--- config.mk ---
export PLATFORM = sky130hd
export DESIGN_NAME = tdc_sample_packer_flat
export DESIGN_NICKNAME = d
export VERILOG_FILES = /design/src/rtl/tdc_sample_packer_if.sv /design/src/rtl/tdc_sample_packer.sv /design/src/flat_wrapper.sv
export SDC_FILE = /design/constraint.sdc
export NUM_CORES = 1
export LEC_CHECK = 0
export ABC_AREA = 1
export ABC_CLOCK_PERIOD_IN_PS = 2980
export BUFFER_PORTS_ARGS = -buffer_cell sky130_fd_sc_hd__buf_4
export CELL_PAD_IN_SITES_DETAIL_PLACEMENT = 1
export CELL_PAD_IN_SITES_GLOBAL_PLACEMENT = 2
export CORE_UTILIZATION = 44
export DETAILED_ROUTE_END_ITERATION = 16
export HOLD_SLACK_MARGIN = 0.12
export MAX_ROUTING_LAYER = met4
export PLACE_DENSITY_LB_ADDON = 0.15
export SLEW_MARGIN = 20
export SYNTH_ARGS = -nofsm -noshare
export SYNTH_HDL_FRONTEND = slang
export SYNTH_SLANG_ARGS = --single-unit
--- constraint.sdc ---
create_clock -name clk -period 2.98 [get_ports clk]
set_input_delay 0.596 -clock clk [delete_from_list [all_inputs] [get_ports clk]]
set_output_delay 0.596 -clock clk [all_outputs]
set_load 0.02 [all_outputs]
--- src/rtl/tdc_sample_packer_if.sv ---
//------------------------------------------------------------------------------
// tdc_sample_packer_if
//
// Bundles the two handshakes of the TDC sample packer:
//   - sample write side : wr_en, data_in (to packer), fifo_writing_done (from packer)
//   - byte stream side  : out_data, out_valid (from packer), out_ready (to packer)
//
// Modports:
//   master : the environment (measurement controller + host serial link)
//   slave  : the packer itself
//------------------------------------------------------------------------------
interface tdc_sample_packer_if;
    logic        wr_en;
    logic [31:0] data_in;
    logic        fifo_writing_done;
    logic [7:0]  out_data;
    logic        out_valid;
    logic        out_ready;

    modport master (
        output wr_en, data_in, out_ready,
        input  fifo_writing_done, out_data, out_valid
    );

    modport slave (
        input  wr_en, data_in, out_ready,
        output fifo_writing_done, out_data, out_valid
    );
endinterface

--- src/rtl/tdc_sample_packer.sv ---
//------------------------------------------------------------------------------
// tdc_sample_packer
//
// Accepts 32-bit TDC samples {calib diff, time1} on each rising edge of the
// controller's wr_en, buffers them in a 2**DEPTH_LOG2-word circular FIFO and
// drains them as a big-endian byte stream with a valid/ready handshake.
// Every request (stored or dropped because the FIFO is full) is acknowledged
// by a one-cycle fifo_writing_done pulse one cycle after the request edge.
//
// Ports:
//   clk          system clock
//   rst          asynchronous active-high reset, clears all state
//   bus          tdc_sample_packer_if.slave: wr_en, data_in, fifo_writing_done,
//                out_data, out_valid, out_ready
//   flush        synchronous clear of FIFO, serializer and wr_en edge register
//   level        words currently held in the FIFO (excludes the word being
//                serialized)
//   overflow_cnt dropped-sample count, saturating at 16'hFFFF
//
// Configuration:
//   TDC_PACKER_SYNC_EN  when defined, each word is preceded by SYNC_BYTE
//                       (5 bytes per word); otherwise 4 bytes per word.
//------------------------------------------------------------------------------
module tdc_sample_packer #(
    parameter int         DEPTH_LOG2 = 4,
    parameter logic [7:0] SYNC_BYTE  = 8'hA5
) (
    input  logic                  clk,
    input  logic                  rst,
    tdc_sample_packer_if.slave    bus,
    input  logic                  flush,
    output logic [DEPTH_LOG2:0]   level,
    output logic [15:0]           overflow_cnt
);
    localparam int                DEPTH      = 1 << DEPTH_LOG2;
    localparam logic [DEPTH_LOG2:0] FULL_LEVEL = {1'b1, {DEPTH_LOG2{1'b0}}};

    typedef enum logic [2:0] {
        S_IDLE,
        S_SYNC,
        S_B3,
        S_B2,
        S_B1,
        S_B0
    } state_t;

    state_t                  state;
    logic [31:0]             mem [DEPTH];
    logic [DEPTH_LOG2-1:0]   wr_ptr;
    logic [DEPTH_LOG2-1:0]   rd_ptr;
    logic                    wr_q;
    logic [31:0]             word_q;
    logic [31:0]             head;
    logic                    req;
    logic                    full;
    logic                    empty;
    logic                    push;
    logic                    drop;
    logic                    pop;
    logic                    hs;
    state_t                  first_state;
    logic [7:0]              first_byte;

    // Fullness/emptiness come from level at the start of the cycle, so a pop
    // on the same edge never makes room for a push and vice versa.
    assign req   = bus.wr_en & ~wr_q;
    assign full  = (level == FULL_LEVEL);
    assign empty = (level == '0);
    assign push  = req & ~full & ~flush;
    assign drop  = req &  full & ~flush;
    assign hs    = bus.out_valid & bus.out_ready;
    assign pop   = ~flush & ~empty & ((state == S_IDLE) | ((state == S_B0) & hs));
    assign head  = mem[rd_ptr];

`ifdef TDC_PACKER_SYNC_EN
    assign first_state = S_SYNC;
    assign first_byte  = SYNC_BYTE;
`else
    assign first_state = S_B3;
    assign first_byte  = head[31:24];
    // SYNC_BYTE has no role without the frame marker; tie it off visibly.
    logic [7:0] unused_sync_byte;
    assign unused_sync_byte = SYNC_BYTE;
`endif

    // NOTE: FIFO storage is deliberately not reset; pointers and level define
    // which entries are valid, and a reset-free array maps onto RAM.
    always_ff @(posedge clk) begin
        if (push) begin
            mem[wr_ptr] <= bus.data_in;
        end
    end

    // Request edge detection, FIFO bookkeeping and the acknowledge pulse.
    // NOTE: all state uses non-blocking assignments so every register sees
    // the pre-edge values of the others, independent of statement order.
    always_ff @(posedge clk or posedge rst) begin
        if (rst) begin
            wr_q                  <= 1'b0;
            wr_ptr                <= '0;
            rd_ptr                <= '0;
            level                 <= '0;
            overflow_cnt          <= '0;
            bus.fifo_writing_done <= 1'b0;
        end else if (flush) begin
            // A request coinciding with flush is discarded without a done pulse.
            wr_q                  <= 1'b0;
            wr_ptr                <= '0;
            rd_ptr                <= '0;
            level                 <= '0;
            bus.fifo_writing_done <= 1'b0;
        end else begin
            wr_q                  <= bus.wr_en;
            bus.fifo_writing_done <= req;
            if (push) begin
                wr_ptr <= wr_ptr + 1'b1;
            end
            if (pop) begin
                rd_ptr <= rd_ptr + 1'b1;
            end
            unique case ({push, pop})
                2'b10:   level <= level + 1'b1;
                2'b01:   level <= level - 1'b1;
                default: ;
            endcase
            if (drop && (overflow_cnt != 16'hFFFF)) begin
                overflow_cnt <= overflow_cnt + 16'd1;
            end
        end
    end

    // Serializer: out_data/out_valid are registered and only change on a
    // handshake, so they hold steady while the sink stalls.
    always_ff @(posedge clk or posedge rst) begin
        if (rst) begin
            state         <= S_IDLE;
            word_q        <= '0;
            bus.out_data  <= '0;
            bus.out_valid <= 1'b0;
        end else if (flush) begin
            state         <= S_IDLE;
            bus.out_valid <= 1'b0;
        end else begin
            unique case (state)
                S_IDLE: begin
                    if (pop) begin
                        word_q        <= head;
                        bus.out_data  <= first_byte;
                        bus.out_valid <= 1'b1;
                        state         <= first_state;
                    end
                end
                S_SYNC: begin
                    if (hs) begin
                        bus.out_data <= word_q[31:24];
                        state        <= S_B3;
                    end
                end
                S_B3: begin
                    if (hs) begin
                        bus.out_data <= word_q[23:16];
                        state        <= S_B2;
                    end
                end
                S_B2: begin
                    if (hs) begin
                        bus.out_data <= word_q[15:8];
                        state        <= S_B1;
                    end
                end
                S_B1: begin
                    if (hs) begin
                        bus.out_data <= word_q[7:0];
                        state        <= S_B0;
                    end
                end
                S_B0: begin
                    if (hs) begin
                        if (pop) begin
                            // Next word follows immediately, no idle bubble.
                            word_q       <= head;
                            bus.out_data <= first_byte;
                            state        <= first_state;
                        end else begin
                            bus.out_valid <= 1'b0;
                            state         <= S_IDLE;
                        end
                    end
                end
                default: begin
                    bus.out_valid <= 1'b0;
                    state         <= S_IDLE;
                end
            endcase
        end
    end
endmodule
--- src/flat_wrapper.sv ---
// flat-port wrapper written by rule: the top's interface ports become plain ports
module tdc_sample_packer_flat 
#(
    parameter int         DEPTH_LOG2 = 4,
    parameter logic [7:0] SYNC_BYTE  = 8'hA5
)
  (clk, rst, flush, level, overflow_cnt, bus_wr_en, bus_data_in, bus_out_ready, bus_fifo_writing_done, bus_out_data, bus_out_valid);
  tdc_sample_packer_if bus_i ();
  input  logic clk;
  input  logic rst;
  input  logic flush;
  output logic [DEPTH_LOG2:0] level;
  output logic [15:0] overflow_cnt;
  input wire logic [$bits(bus_i.wr_en)-1:0] bus_wr_en;
  input wire logic [$bits(bus_i.data_in)-1:0] bus_data_in;
  input wire logic [$bits(bus_i.out_ready)-1:0] bus_out_ready;
  output wire logic [$bits(bus_i.fifo_writing_done)-1:0] bus_fifo_writing_done;
  output wire logic [$bits(bus_i.out_data)-1:0] bus_out_data;
  output wire logic [$bits(bus_i.out_valid)-1:0] bus_out_valid;
  assign bus_i.wr_en = bus_wr_en;
  assign bus_i.data_in = bus_data_in;
  assign bus_i.out_ready = bus_out_ready;
  assign bus_fifo_writing_done = bus_i.fifo_writing_done;
  assign bus_out_data = bus_i.out_data;
  assign bus_out_valid = bus_i.out_valid;
  tdc_sample_packer #(.DEPTH_LOG2(DEPTH_LOG2), .SYNC_BYTE(SYNC_BYTE)) u_core (.clk(clk), .rst(rst), .bus(bus_i), .flush(flush), .level(level), .overflow_cnt(overflow_cnt));
endmodule
# [Word-level counts from Yosys, hierarchy flattened]
# Memories as Yosys holds them, arrays and structs flattened.
# Cells that the tools add are included.
[word_totals] ff_bits=75 mem_bits_rw=512 in_bits=37 output_inout_bits=31 n_memories=1
[op_classes] n_addsub=5 eq_ne=22 mux=34 n_bitwise=14 reduce_logical=14
[memory_table] memory="u_core.mem" depth=16 word_bits=32 read_ports=1 rd_clocked_by_memory_dff=0 wr=1 line="tdc_sample_packer.sv:48" rtl="logic [31:0] mem [DEPTH];"
[ops] cell="32-bit 2-to-1 mux" n=2
[ops] cell="32-bit case mux with 2 select lines" n=1
[ops] cell="8-bit 2-to-1 mux" n=6
[ops] cell="8-bit case mux with 6 select lines" n=1
[ops] cell="3-bit 2-to-1 mux" n=7
[ops] cell="3-bit by 2-bit inequality test with 1-bit output, second input constant" n=6
[ops] cell="3-bit case mux with 6 select lines" n=1
[ops] cell="16-bit by 1-bit adder with 16-bit output, second input constant" n=1
[ops] cell="4-bit 2-to-1 mux" n=4
[ops] cell="16-bit inequality test, second input constant" n=1
[ops] cell="2-bit by 1-bit inequality test with 1-bit output, second input constant" n=6
[ops] cell="5-bit case mux with 2 select lines" n=1
[ops] cell="1-bit AND" n=9
[ops] cell="4-bit by 1-bit adder with 4-bit output, second input constant" n=2
[ops] cell="1-bit 2-to-1 mux" n=8
[ops] cell="7-bit AND reduction" n=1
[ops] cell="3-bit by 2-bit equality test with 1-bit output, second input constant" n=2
[ops] cell="3-bit equality test, second input constant" n=2
[ops] cell="6-bit AND reduction" n=1
[ops] cell="2-bit nonzero test" n=3
[ops] cell="6-bit nonzero test" n=1
[ops] cell="5-bit by 1-bit adder with 5-bit output, second input constant" n=1
[ops] cell="5-bit equality test, second input constant" n=1
[ops] cell="5-bit logical NOT" n=1
[ops] cell="17 further kinds" n=20

# [Depth between registers and ports, before layout]
# Gate-level depths: netlist (run 1).
[depth] ltp_word=8 depth_mapped=18 depth_no_buf=18

# [Worst setup path after synthesis (run 1)]
# No wires, ideal clock.
[synth_path] path_type="input port to flip-flop" from="input port bus_wr_en" to="memory u_core.mem[0][0], enable pin" setup_ns=0.421 t_arrival_ns=2.523 slack_ns=0.036 cell_stages=8 n_path_buf=0 cell_sequence="inv_1 > nor2_2 > nand2_1 > inv_1 > nand2_2 > inv_1 > nand2_1 > nor2_1"
[synth_between] elab_chain_len=5
[synth_rtl] item="start: declaration" line="flat_wrapper.sv:14" rtl="input wire logic [$bits(bus_i.wr_en)-1:0] bus_wr_en;"
[synth_rtl] item="1-bit AND" line="tdc_sample_packer.sv:66" rtl="assign req = bus.wr_en & ~wr_q;"
[synth_rtl] item="1-bit AND (2 in series)" line="tdc_sample_packer.sv:69" rtl="assign push = req & ~full & ~flush;"
[synth_rtl] item="1-bit 2-to-1 mux" line="tdc_sample_packer.sv:89" rtl="if (push) begin"
[synth_rtl] item="1-bit 2-to-1 mux (implied by the code)" line="tdc_sample_packer.sv:90" rtl="mem[wr_ptr] <= bus.data_in;"
[synth_rtl] item="end: declaration" line="tdc_sample_packer.sv:48"
# Every way passes these cells.

# [Worst setup path after layout (run 1)]
[layout_path] from="register u_core.rd_ptr[0]" to="register u_core.bus.out_data[6]"
[layout_between] elab_chain_len=4
[layout_rtl] item="start: declaration" line="tdc_sample_packer.sv:50" rtl="logic [DEPTH_LOG2-1:0] rd_ptr;"
[layout_rtl] item="start signal: assignment" line="tdc_sample_packer.sv:119" rtl="rd_ptr <= rd_ptr + 1'b1;"
[layout_rtl] item="memory read 16 x 32 bit *"
[layout_rtl] item="8-bit 2-to-1 mux *" line="tdc_sample_packer.sv:146, tdc_sample_packer.sv:179"
[layout_rtl] item="8-bit 2-to-1 mux" line="tdc_sample_packer.sv:178" rtl="if (hs) begin"
[layout_rtl] item="8-bit case mux with 6 select lines *" line="tdc_sample_packer.sv:144" rtl="unique case (state)"
[layout_rtl] item="end signal: assignment" line="tdc_sample_packer.sv:148" rtl="bus.out_data <= first_byte;"
[layout_rtl] item="end signal: assignment" line="tdc_sample_packer.sv:155" rtl="bus.out_data <= word_q[31:24];"
[layout_rtl] item="end signal: assignment" line="tdc_sample_packer.sv:182" rtl="bus.out_data <= first_byte;"
[layout_rtl] item="end: declaration" line="tdc_sample_packer_if.sv:27" rtl="output fifo_writing_done, out_data, out_valid"
# Mark *: on every way between the ends. The rest lies on a longest branch, timed or not. The select of a mux whose other input is x is not followed.
# A chain may end at the register's enable or synchronous reset.

==> results of run 1 <==
synthesized netlist by cell type (7+ instances only):
cell type  instances
edfxtp_1         512
o221ai_1          92
xor2_1            10
ha_1               8
nand3_1           71
dfrtp_1           75
o211ai_1          16
inv_1             38
nand2_1          115
clkbuf_1          53
o22ai_1           27
a31oi_1           29
buf_2             34
buf_4             18
nor2_1           361
buf_6              7
nand4_1           10
o21ai_0          284
worst max-delay path: stages (launching register included):
cell and delay, ns:
dfrtp_4 0.62, inv_6 0.31, buf_12 0.30, buf_12 0.17
nor2_1 0.04, nor2_1 0.09, o21ai_0 0.13, o211ai_1 0.19
nand3_1 0.12, nand2_1 0.14, a21oi_1 0.09, o21ai_1 0.11
through the flow:
step                cell area [µm²]  total power, mW
finish                        27350            23.42
global placement              25240            15.52
CTS                           27340            23.62
floorplan                     23540            13.39
detailed placement            25240            15.66
global route                  27350            24.53
layer usage:
layer  up-vias  wire length, µm  GRT usage (%)
met1      7944            29990          35.57
met5         -                0              -
met3        96             4323          4.834
met4         0             1755          9.334
met2       470            33080          41.87
li1       6936                -              -
sequential cells by signal (all words and copies together) (netlist names), 3 cells and up:
register             flops
u_core.state             3
u_core.bus.out_data      8
u_core.rd_ptr            4
u_core.word_q           32
u_core.wr_ptr            4
u_core.overflow_cnt     16
u_core.level             5
u_core.mem             512
final timing paths:
check / startpoint / cells after the start / end
min in group asynchronous: rst / 3 / u_core.overflow_cnt[3]$_DFFE_PP0P_
max: u_core.rd_ptr[0]$_DFFE_PP0P_ / 11 / u_core.bus.out_data[6]$_DFFE_PP0P_
max reg2reg: u_core.rd_ptr[0]$_DFFE_PP0P_ / 11 / u_core.bus.out_data[6]$_DFFE_PP0P_
min: flush / 2 / u_core.wr_q$_DFF_PP0_
min reg2reg: u_core.overflow_cnt[15]$_DFFE_PP0P_ / 1 / u_core.overflow_cnt[15]$_DFFE_PP0P_
max in group asynchronous: rst / 4 / u_core.rd_ptr[1]$_DFFE_PP0P_
power groups by stage:
stage	logic (mW)	registers (mW)	clock network (mW)
after CTS	5.74	9.80	8.08
after global placement	5.55	9.97	0
after detailed placement	5.69	9.97	0
after floorplan	3.57	9.82	0
final	5.69	9.81	7.92
after global routing	6.31	9.86	8.36
timing repair:
action                    in CTS  in global routing
setup buffers                  0                  0
hold buffers                   1                  0
hold endpoints to repair      37                  0
logic make-up (layout without fill, tap and decap cells):
family	count (synthesis)	count (layout)
compound gates	468	468
simple gates	581	581
buf+inv	163	299
flops	587	587
other cells	0	3
xor+xnor	16	16
fa+ha+maj	8	8
layout make-up:
cell class	count	area, µm²
diodes	3	7.507
clock buffers	92	1896
clock inverters	24	200.2
fillers	5244	25300
inverters	49	198.9
multi-input cells	1073	5619
flip-flops and latches	587	17260
well taps	688	860.8
repair buffers	134	1309
==> out/results.txt, run 1 <==
crit path time final - 2.438 ns
worst slack, placed - 0.3425 ns
layout net count - 1,956
Post-Synth XOR/XNOR Area - 0.5954%
post-DP HPWL - 42,620 µm
R2R setup slack - 0.54 ns
vias per cell - 5.829
sequential power share - 41.9%
register bit count reported by yosys - 587
Buffers on Ports - 67
Synth cell types - 38
total track usage - 26.90%
Top Ports - 68
clock sink total - 587
final core occ - 51.94%
Max-Cap Viols - 0
Worst-Skew Late Latency - 0.60 ns
Max VDD drop - 0.5194 mV
P_int - 15.81 mW
post-synthesis compound-gate area fraction - 12.04%
final setup fails - 0
CTS Buffer Depth - 3
Die ar. - 54,420 µm²
Pleak - 9.370 nW
commonest non-fill, non-tap cell in the layout - edfxtp_1
Rows - 84
Synth area leader - edfxtp_1
via count of the first global-routing pass - 15,892
Simple-Gate Fraction of Synth Area - 10.30%
Period Utilization, post-route - 81.81%
Vias - 15,446
register area share after synthesis - 73.30%
Clock Pin Slew Worst Setup and Hold Paths - 0.06 ns
Core ar. - 52,660 µm²
Hold WC Path Type - in2reg
number of DRC markers in iteration 0 - 1,360
syn nets - 1,868
Setup TNS Final - 0 ns
worst-path maximum fanout - 40
Final Skew - 0.01668 ns
Die X - 233.3 µm
Main synth FF type - edfxtp_1
CTS buffer count - 66
Syn Std Cell Area - 23,540 µm²
post-route insts no fill - 2,650
CP Data Arrival Time - 2.96 ns
status - complete, no violations
root buf cell - clkbuf_16
Area Growth Syn to Fin - 16.21%
Mapped Cells - 1,823
slew margin rel. - 38.49%
antenna violations before repair - 2
Die Span Y - 233.3 µm
Cells after DPL - 2,530
combinational power share - 24.3%
gr ovfl total - 0
Post-synth EDFFs - 512
critical path capture point type - flop
Sw Share - 32.48%
Area contributors post-synth - edfxtp_1 (65%), dfrtp_1 (8.0%), o21ai_0 (6.0%)
DRC viols - 0
Post-Syn Area per Cell - 12.91 µm²
CTS tree - done
Worst EP required - 3.50 ns
share of cells above drive strength 1 - 14.29%
endpoints failing hold - 0
clock power share - 33.8%
largest family of logic cells by synthesized area - compound AO/OA/AOI/OAI gates
pwr/cell area - 856.3 nW/µm²
Slew Viols, Final - 0
Psw - 7.607 mW
Starting Density - 44.70%
worst slew pin tran - 0.9155 ns
YS warnings - 0
most frequent cells in the layout - edfxtp_1 (512), nor2_1 (345), o21ai_0 (284), nand2_1 (115), buf_4 (109)
Async SR Flop Fraction - 12.78%
DRT Pass-1 Iters - 5
post-synthesis mux area share - 0%
WL/cell - 26.10 µm
crit start category - flop
largest net degree at the start of global routing - 98
post-CTS sizing - 0
f_max - 410.2 MHz
Post-DRT Antenna Nets - 0
post-route setup slack - 0.5419 ns
final WL - 69,160 µm
crit path kind - reg2reg
post-synth top area share - 65.33%
H-Tree Depth - 3
GPL Wtd Cong - 0.8307
first-pass GRT wire length - 102,900 µm
final hold slack - 0.2494 ns
RSZ-0062 raised after global routing - no
adder-cell share of the synthesized area - 0.4253%
Power figures use the tool's default switching activity.
==> run 2, diff against run 1 <==
--- a/config.mk
+++ b/config.mk
@@ -6,11 +6,11 @@
 export NUM_CORES = 1
 export LEC_CHECK = 0
 export ABC_AREA = 1
-export ABC_CLOCK_PERIOD_IN_PS = 2980
+export ABC_CLOCK_PERIOD_IN_PS = 2000
 export BUFFER_PORTS_ARGS = -buffer_cell sky130_fd_sc_hd__buf_4
 export CELL_PAD_IN_SITES_DETAIL_PLACEMENT = 1
 export CELL_PAD_IN_SITES_GLOBAL_PLACEMENT = 2
-export CORE_UTILIZATION = 44
+export CORE_UTILIZATION = 40
 export DETAILED_ROUTE_END_ITERATION = 16
 export HOLD_SLACK_MARGIN = 0.12
 export MAX_ROUTING_LAYER = met4
==> constraint.sdc (replaced) <==
create_clock -name clk -period 2 [get_ports clk]
set_input_delay 0.4 -clock clk [delete_from_list [all_inputs] [get_ports clk]]
set_output_delay 0.4 -clock clk [all_outputs]
set_load 0.02 [all_outputs]
==> run 2 against run 1 <==
Net effect:
- total power grew 58%
- clock skew grew 0.0044 ns
- die area grew 9.9%
- critical endpoint is now u_core.bus.out_data[7]$_DFFE_PP0P_
- critical path type unchanged
- design area grew 5.7%
- clock power grew 60%
- global-route usage shrank 2.2 points
- via count grew 2.7%
- sequential share of layout area shrank 3.4 points
- register-to-register slack lost 0.49 ns
- cell count grew 6.0%
- wire length grew 5.1%
==> out/results.txt, run 2 (synthesized netlist as in run 1, its figures left out) <==
Buffers on Ports - 67 (unchanged)
commonest non-fill, non-tap cell in the layout - edfxtp_1 (unchanged)
crit path kind - reg2reg (unchanged)
share of cells above drive strength 1 - 19.32% (was 14.29%)
Largest register FFs - 512 (unchanged)
# fillers - 5,791 (was 5,244)
endpoints failing hold - 0 (unchanged)
root buf cell - clkbuf_16 (unchanged)
RSZ-0062 raised after global routing - yes (was no)
clock sink total - 587 (unchanged)
final setup fails - 0 (unchanged)
gr ovfl total - 0 (unchanged)
first-pass GRT wire length - 107,100 µm (was 102,900 µm)
Post-DRT Antenna Nets - 0 (unchanged)
total track usage - 24.71% (was 26.90%)
Worst-Skew Late Latency - 0.59 ns (was 0.60 ns)
Die Span Y - 244.6 µm (was 233.3 µm)
pwr/cell area - 1284 nW/µm² (was 856.3 nW/µm²)
Top Ports - 68 (unchanged)
antenna violations before repair - 1 (was 2)
Antenna Cells - 0 (was 3)
Die ar. - 59,810 µm² (was 54,420 µm²)
CTS buffer count - 66 (unchanged)
worst slew pin tran - 0.5217 ns (was 0.9155 ns)
Starting Density - 40.64% (was 44.70%)
largest net degree at the start of global routing - 82 (was 98)
layout net count - 2,039 (was 1,956)
Max-Cap Viols - 0 (unchanged)
Largest Register - u_core.mem (unchanged)
most frequent cells in the layout - edfxtp_1 (512), nor2_1 (342), o21ai_0 (276), buf_4 (151), nand2_1 (111) (was edfxtp_1 (512), nor2_1 (345), o21ai_0 (284), nand2_1 (115), buf_4 (109))
number of DRC markers in iteration 0 - 1,113 (was 1,360)
final core occ - 49.90% (was 51.94%)
via count of the first global-routing pass - 16,531 (was 15,892)
Final Skew - 0.02108 ns (was 0.01668 ns)
Vias - 15,868 (was 15,446)
Clock Pin Slew Worst Setup and Hold Paths - 0.06 ns (about the same)
status - complete, no violations (unchanged)
largest registers - u_core.mem x512, u_core.word_q x32, u_core.overflow_cnt x16 (unchanged)
final WL - 72,650 µm (was 69,160 µm)
Slew Viols, Final - 0 (unchanged)
Worst EP required - 2.46 ns (was 3.50 ns)
slew margin rel. - 65.14% (was 38.49%)
Rows - 88 (was 84)
Core ar. - 57,920 µm² (was 52,660 µm²)
crit path time final - 1.948 ns (was 2.438 ns)
DRC viols - 0 (unchanged)
Slowest Stage Delay on Critical Path - 0.54 ns (was 0.62 ns)
Die X - 244.6 µm (was 233.3 µm)
H-Tree Depth - 3 (unchanged)
worst-path maximum fanout - 21 (was 40)
CTS tree - done (unchanged)
Pleak - 10.07 nW (was 9.370 nW)
vias per cell - 5.647 (was 5.829)
DRT Pass-1 Iters - 5 (unchanged)
CTS Buffer Depth - 3 (unchanged)
WL/cell - 25.85 µm (was 26.10 µm)
final instance area - 28,900 µm² (was 27,350 µm²)
post-DP HPWL - 43,990 µm (was 42,620 µm)
crit start category - flop (unchanged)
Hold WC Path Type - in2reg (unchanged)
crit-path cells - clkinv_8, buf_12, buf_12, o21ai_1, o22ai_1, o211ai_1, nand2_1, nand2_1, a21oi_2 (was inv_6, buf_12, buf_12, nor2_1, nor2_1, o21ai_0, o211ai_1, nand3_1, nand2_1, a21oi_1, o21ai_1)
f_max - 513.4 MHz (was 410.2 MHz)
GPL Wtd Cong - 0.8073 (was 0.8307)
critical path capture point type - flop (unchanged)
Area Growth Syn to Fin - 22.80% (was 16.21%)
placed cell areas - 26,140 µm² (was 25,240 µm²)
slowest CP cell - dfrtp_4 (unchanged)
Period Utilization, post-route - 97.39% (was 81.81%)
CP Data Arrival Time - 2.41 ns (was 2.96 ns)
Max VDD drop - 0.8606 mV (was 0.5194 mV)
run 2: changes by cell type in the layout (fill, tap and decap cells not counted), moves of 8 or more:
cell / change
o21ai_0: -8
clkbuf_1: -9
buf_4: +42
buf_12: +21
bufinv_16: +8
run 2: worst paths after layout:
| path | startpoint | end | slack, ns | depth (start not counted) |
|---|---|---|---|---|
| max in group asynchronous | rst | u_core.rd_ptr[0]$_DFFE_PP0P_ | 1.01 | 4 |
| setup reg to reg | u_core.rd_ptr[0]$_DFFE_PP0P_ | u_core.bus.out_data[7]$_DFFE_PP0P_ | 0.05 | 9 |
| setup / recovery | u_core.rd_ptr[0]$_DFFE_PP0P_ | u_core.bus.out_data[7]$_DFFE_PP0P_ | 0.05 | 9 |
| hold reg to reg | u_core.word_q[27]$_DFFE_PP0P_ | u_core.word_q[27]$_DFFE_PP0P_ | 0.50 | 2 |
| min in group asynchronous | rst | u_core.word_q[22]$_DFFE_PP0P_ | 0.41 | 3 |
| hold / removal | bus_data_in[26] | u_core.mem[4][26]$_DFFE_PP_ | 0.14 | 1 |
run 2: through the flow:
step / total power, mW / worst slack, ns / std cells / hold slack (ns) / setup TNS [ns]
finish: 37.10 / 0.05216 / 2810 / 0.1445 / 0
global route: 38.73 / -0.04499 / 2810 / 0.1453 / -0.7209
CTS: 36.57 / -0.007678 / 2795 / 0.1218 / -0.007678
detailed placement: 23.82 / -0.1588 / 2671 / 0.4672 / -53.19
global placement: 23.62 / -0.1307 / 2671 / 0.4588 / -41.85
floorplan: 19.96 / -0.07763 / 1823 / 0.4535 / -29.81
run 2: repair_timing:
| item | 4_1_cts | 5_1_grt |
|---|---|---|
| hold endpoints to repair | 52 | 0 |
| resized for setup | 4 | 56 |
| pin swaps | 0 | 12 |
| hold buffers | 6 | 0 |
| cloned | 0 | 6 |
| setup buffers | 0 | 9 |
| endpoints found under the setup margin | 5 | 141 |
run 2: critical path: cells and delay by family (launching register included):
kind | cells | cell delay (ns)
compound gates | 4 | 0.57
flops | 1 | 0.54
simple gates | 2 | 0.23
buf+inv | 3 | 0.46
run 2: layer usage:
layer	GRT usage (%)	wire, µm	vias to the layer above
met5	-	0	-
met4	7.426	1797	0
met3	2.788	2759	108
met2	40.10	35310	355
met1	32.71	32790	8288
li1	-	-	7117
run 2: cell type report:
cell class	count	area (µm²)	area share, %
sequential	587	17270	59.75
multi-input combinational	1073	5741	19.86
timing repair buffer	217	2444	8.455
clock buffer	80	1787	6.182
tap	765	957.2	3.312
clock inverter	39	485.5	1.680
inverter	49	219.0	0.7576
run 2: report_power, final:
group	internal [mW]	switching, mW
clock network	7.80	4.89
logic	3.55	6.30
registers	14.0	0.601
==> run 3, diff against run 2 <==
--- a/config.mk
+++ b/config.mk
@@ -6,7 +6,7 @@
 export NUM_CORES = 1
 export LEC_CHECK = 0
 export ABC_AREA = 1
-export ABC_CLOCK_PERIOD_IN_PS = 2000
+export ABC_CLOCK_PERIOD_IN_PS = 1700
 export BUFFER_PORTS_ARGS = -buffer_cell sky130_fd_sc_hd__buf_4
 export CELL_PAD_IN_SITES_DETAIL_PLACEMENT = 1
 export CELL_PAD_IN_SITES_GLOBAL_PLACEMENT = 2
@@ -14,7 +14,7 @@
 export DETAILED_ROUTE_END_ITERATION = 16
 export HOLD_SLACK_MARGIN = 0.12
 export MAX_ROUTING_LAYER = met4
-export PLACE_DENSITY_LB_ADDON = 0.15
+export PLACE_DENSITY = 0.84
 export SLEW_MARGIN = 20
 export SYNTH_ARGS = -nofsm -noshare
 export SYNTH_HDL_FRONTEND = slang
==> constraint.sdc (replaced) <==
create_clock -name clk -period 1.7 [get_ports clk]
set_input_delay 0.34 -clock clk [delete_from_list [all_inputs] [get_ports clk]]
set_output_delay 0.34 -clock clk [all_outputs]
set_load 0.02 [all_outputs]
==> run 3 against run 2 <==
Net effect:
- total power rose by 28%
- utilization rose by 6.3 points
- global-route usage rose by 3.2 points
- via count rose by 16%
- worst hold slack improved by 0.015 ns
- sequential cell count did not move
- the run now ends with setup timing left
- clock power rose by 6%
- largest cell class unchanged
- critical path depth fell by 1
==> out/results.txt, run 3 (synthesized netlist as in run 1, its figures left out) <==
Largest Register - u_core.mem (unchanged)
antenna violations before repair - 1 (unchanged)
Largest register FFs - 512 (unchanged)
Overall Power - 47.55 mW (was 37.10 mW)
final setup fails - 398 (was 0)
Post-DRT Antenna Nets - 0 (unchanged)
Max VDD drop - 1.070 mV (was 0.8606 mV)
met3 Usage GRT - 5.059% (was 2.788%)
worst slew pin tran - 0.5276 ns (was 0.5217 ns)
Worst EP required - 2.26 ns (was 2.46 ns)
Period Utilization, post-route - 123.9% (was 97.39%)
GPL Wtd Cong - 0.8354 (was 0.8073)
Pleak - 11.53 nW (was 10.07 nW)
total track usage - 27.87% (was 24.71%)
Vias - 18,407 (was 15,868)
H-Tree Depth - 2 (was 3)
worst-path maximum fanout - 16 (was 21)
Starting Density - 40.64% (unchanged)
final WL - 92,630 µm (was 72,650 µm)
Core ar. - 57,920 µm² (unchanged)
crit path kind - reg2reg (unchanged)
share of cells above drive strength 1 - 32.74% (was 19.32%)
post-route setup slack - -0.4070 ns (was 0.05216 ns)
CP Data Arrival Time - 2.66 ns (was 2.41 ns)
first-pass GRT wire length - 120,000 µm (was 107,100 µm)
slew margin rel. - 64.82% (was 65.14%)
root buf cell - clkbuf_16 (unchanged)
crit path time final - 2.107 ns (was 1.948 ns)
Rows - 88 (unchanged)
CTS tree - done (unchanged)
Top Ports - 68 (unchanged)
CTS Buffer Depth - 3 (unchanged)
Final Skew - 0.08646 ns (was 0.02108 ns)
CTS buffer count - 60 (was 66)
Clock Pin Slew Worst Setup and Hold Paths - 0.07 ns (was 0.06 ns)
Max-Cap Viols - 0 (unchanged)
largest registers - u_core.mem x512, u_core.word_q x32, u_core.overflow_cnt x16 (unchanged)
Die Span Y - 244.6 µm (unchanged)
P_int - 30.75 mW (was 25.30 mW)
Slew Viols, Final - 0 (unchanged)
GRT met1 Usage - 34.44% (was 32.71%)
final core occ - 56.25% (was 49.90%)
Die X - 244.6 µm (unchanged)
crit start category - flop (unchanged)
placed cell areas - 26,600 µm² (was 26,140 µm²)
Psw - 16.80 mW (was 11.80 mW)
pwr/cell area - 1459 nW/µm² (was 1284 nW/µm²)
via count of the first global-routing pass - 18,644 (was 16,531)
Hold WC Path Type - in2reg (unchanged)
RSZ-0062 raised after global routing - yes (unchanged)
final instance area - 32,580 µm² (was 28,900 µm²)
post-DP HPWL - 43,860 µm (was 43,990 µm)
met2 Usage GRT - 45.53% (was 40.10%)
DRT Pass-1 Iters - 5 (unchanged)
endpoints failing hold - 0 (unchanged)
clock sink total - 587 (unchanged)
DRC viols - 0 (unchanged)
sequential power share - 36.2% (was 39.2%)
WL/cell - 30.89 µm (was 25.85 µm)
most frequent cells in the layout - edfxtp_1 (512), nor2_1 (302), o21ai_0 (187), buf_4 (182), clkbuf_16 (91) (was edfxtp_1 (512), nor2_1 (342), o21ai_0 (276), buf_4 (151), nand2_1 (111))
f_max - 474.6 MHz (was 513.4 MHz)
gr ovfl total - 0 (unchanged)
Buffers on Ports - 67 (unchanged)
failing checks - setup timing
layout net count - 2,226 (was 2,039)
critical path capture point type - flop (unchanged)
Die ar. - 59,810 µm² (unchanged)
clock power share - 28.2% (was 34.2%)
number of DRC markers in iteration 0 - 2,102 (was 1,113)
# fillers - 5,550 (was 5,791)
Sw Share - 35.32% (was 31.80%)
status - finished, violations left (was complete, no violations)
Area Growth Syn to Fin - 38.43% (was 22.80%)
vias per cell - 6.138 (was 5.647)
largest net degree at the start of global routing - 62 (was 82)
combinational power share - 35.6% (was 26.6%)
commonest non-fill, non-tap cell in the layout - edfxtp_1 (unchanged)
global route hottest layer - met2 (unchanged)
Worst-Skew Late Latency - 0.68 ns (was 0.59 ns)
-- run 3: cell count changes in the layout (fill, tap and decap cells not counted), sizes merged, moves of 2 or more --
cell / previous run / this run
clkbuf: 86 / 108
dlygate4sd3: 6 / 35
inv: 48 / 45
bufinv: 11 / 3
buf: 205 / 342
clkinv: 25 / 32
clkinvlp: 4 / 6
-- run 3: metal layers --
layer / wire (µm) / vias up
met5: 0 / -
li1: - / 7514
met1: 33980 / 9394
met2: 45140 / 1163
met3: 7924 / 336
met4: 5580 / 0
-- run 3: power by group through the flow --
| stage | clock network, mW | logic [mW] | registers, mW |
|---|---|---|---|
| 2_1_floorplan | 0 | 6.30 | 17.2 |
| 3_5_place_dp | 0 | 11.2 | 17.3 |
| 3_3_place_gp | 0 | 10.7 | 17.3 |
| 4_1_cts | 13.3 | 13.3 | 17.1 |
| 5_1_grt | 14.0 | 17.8 | 17.2 |
| 6_report | 13.4 | 16.9 | 17.2 |
-- run 3: final timing paths --
kind / startpoint / endpoint / slack [ns] / cells past startpoint
worst max-delay path: u_core.rd_ptr[0]$_DFFE_PP0P_ / u_core.word_q[0]$_DFFE_PP0P_ / -0.41 / 8
worst min-delay path: flush / u_core.wr_ptr[3]$_DFFE_PP0P_ / 0.16 / 5
worst max register to register: u_core.rd_ptr[0]$_DFFE_PP0P_ / u_core.word_q[0]$_DFFE_PP0P_ / -0.41 / 8
worst min register to register: u_core.overflow_cnt[15]$_DFFE_PP0P_ / u_core.overflow_cnt[15]$_DFFE_PP0P_ / 0.51 / 1
max in group asynchronous: rst / u_core.rd_ptr[0]$_DFFE_PP0P_ / 0.95 / 4
min in group asynchronous: rst / u_core.overflow_cnt[4]$_DFFE_PP0P_ / 0.35 / 4
-- run 3: timing repair --
| item | 4_1_cts | 5_1_grt |
|---|---|---|
| pin swaps | 65 | 141 |
| gates cloned | 22 | 35 |
| resized for setup | 188 | 312 |
| endpoints found under the hold margin | 589 | 0 |
| setup buffers | 53 | 45 |
| hold buffers | 35 | 0 |
| setup endpoints to repair | 487 | 536 |
-- run 3: stage by stage --
stage / setup WS (ns) / hold WS (ns) / instances / TNS (ns)
after floorplan: -0.2509 / 0.4064 / 1823 / -104.65
after global placement: -0.3506 / 0.4570 / 2713 / -122.17
after detailed placement: -0.3578 / 0.4669 / 2713 / -134.91
after CTS: -0.1561 / 0.1456 / 2935 / -18.55
after global routing: -0.4101 / 0.1667 / 2999 / -48.83
final: -0.4070 / 0.1599 / 2999 / -33.83
-- run 3: worst max-delay path, stage by stage, from the launching register on --
cell and delay [ns]:
dfrtp_4 0.55, inv_8 0.13, buf_16 0.18, buf_6 0.16
clkbuf_16 0.18, o21ai_0 0.11, o221ai_1 0.20, nand3_1 0.14
a31oi_1 0.33
-- run 3: final cells by class --
| type | instances | area, µm² | area share [%] |
|---|---|---|---|
| antenna | 1 | 2.502 | 0.007681 |
| clock buffer | 77 | 1635 | 5.020 |
| clock inverter | 37 | 346.6 | 1.064 |
| inverter | 49 | 232.7 | 0.7143 |
| multi-input combinational | 1074 | 6678 | 20.50 |
| sequential | 587 | 17270 | 53.02 |
| tap | 765 | 957.2 | 2.938 |
| timing repair buffer | 409 | 5455 | 16.74 |
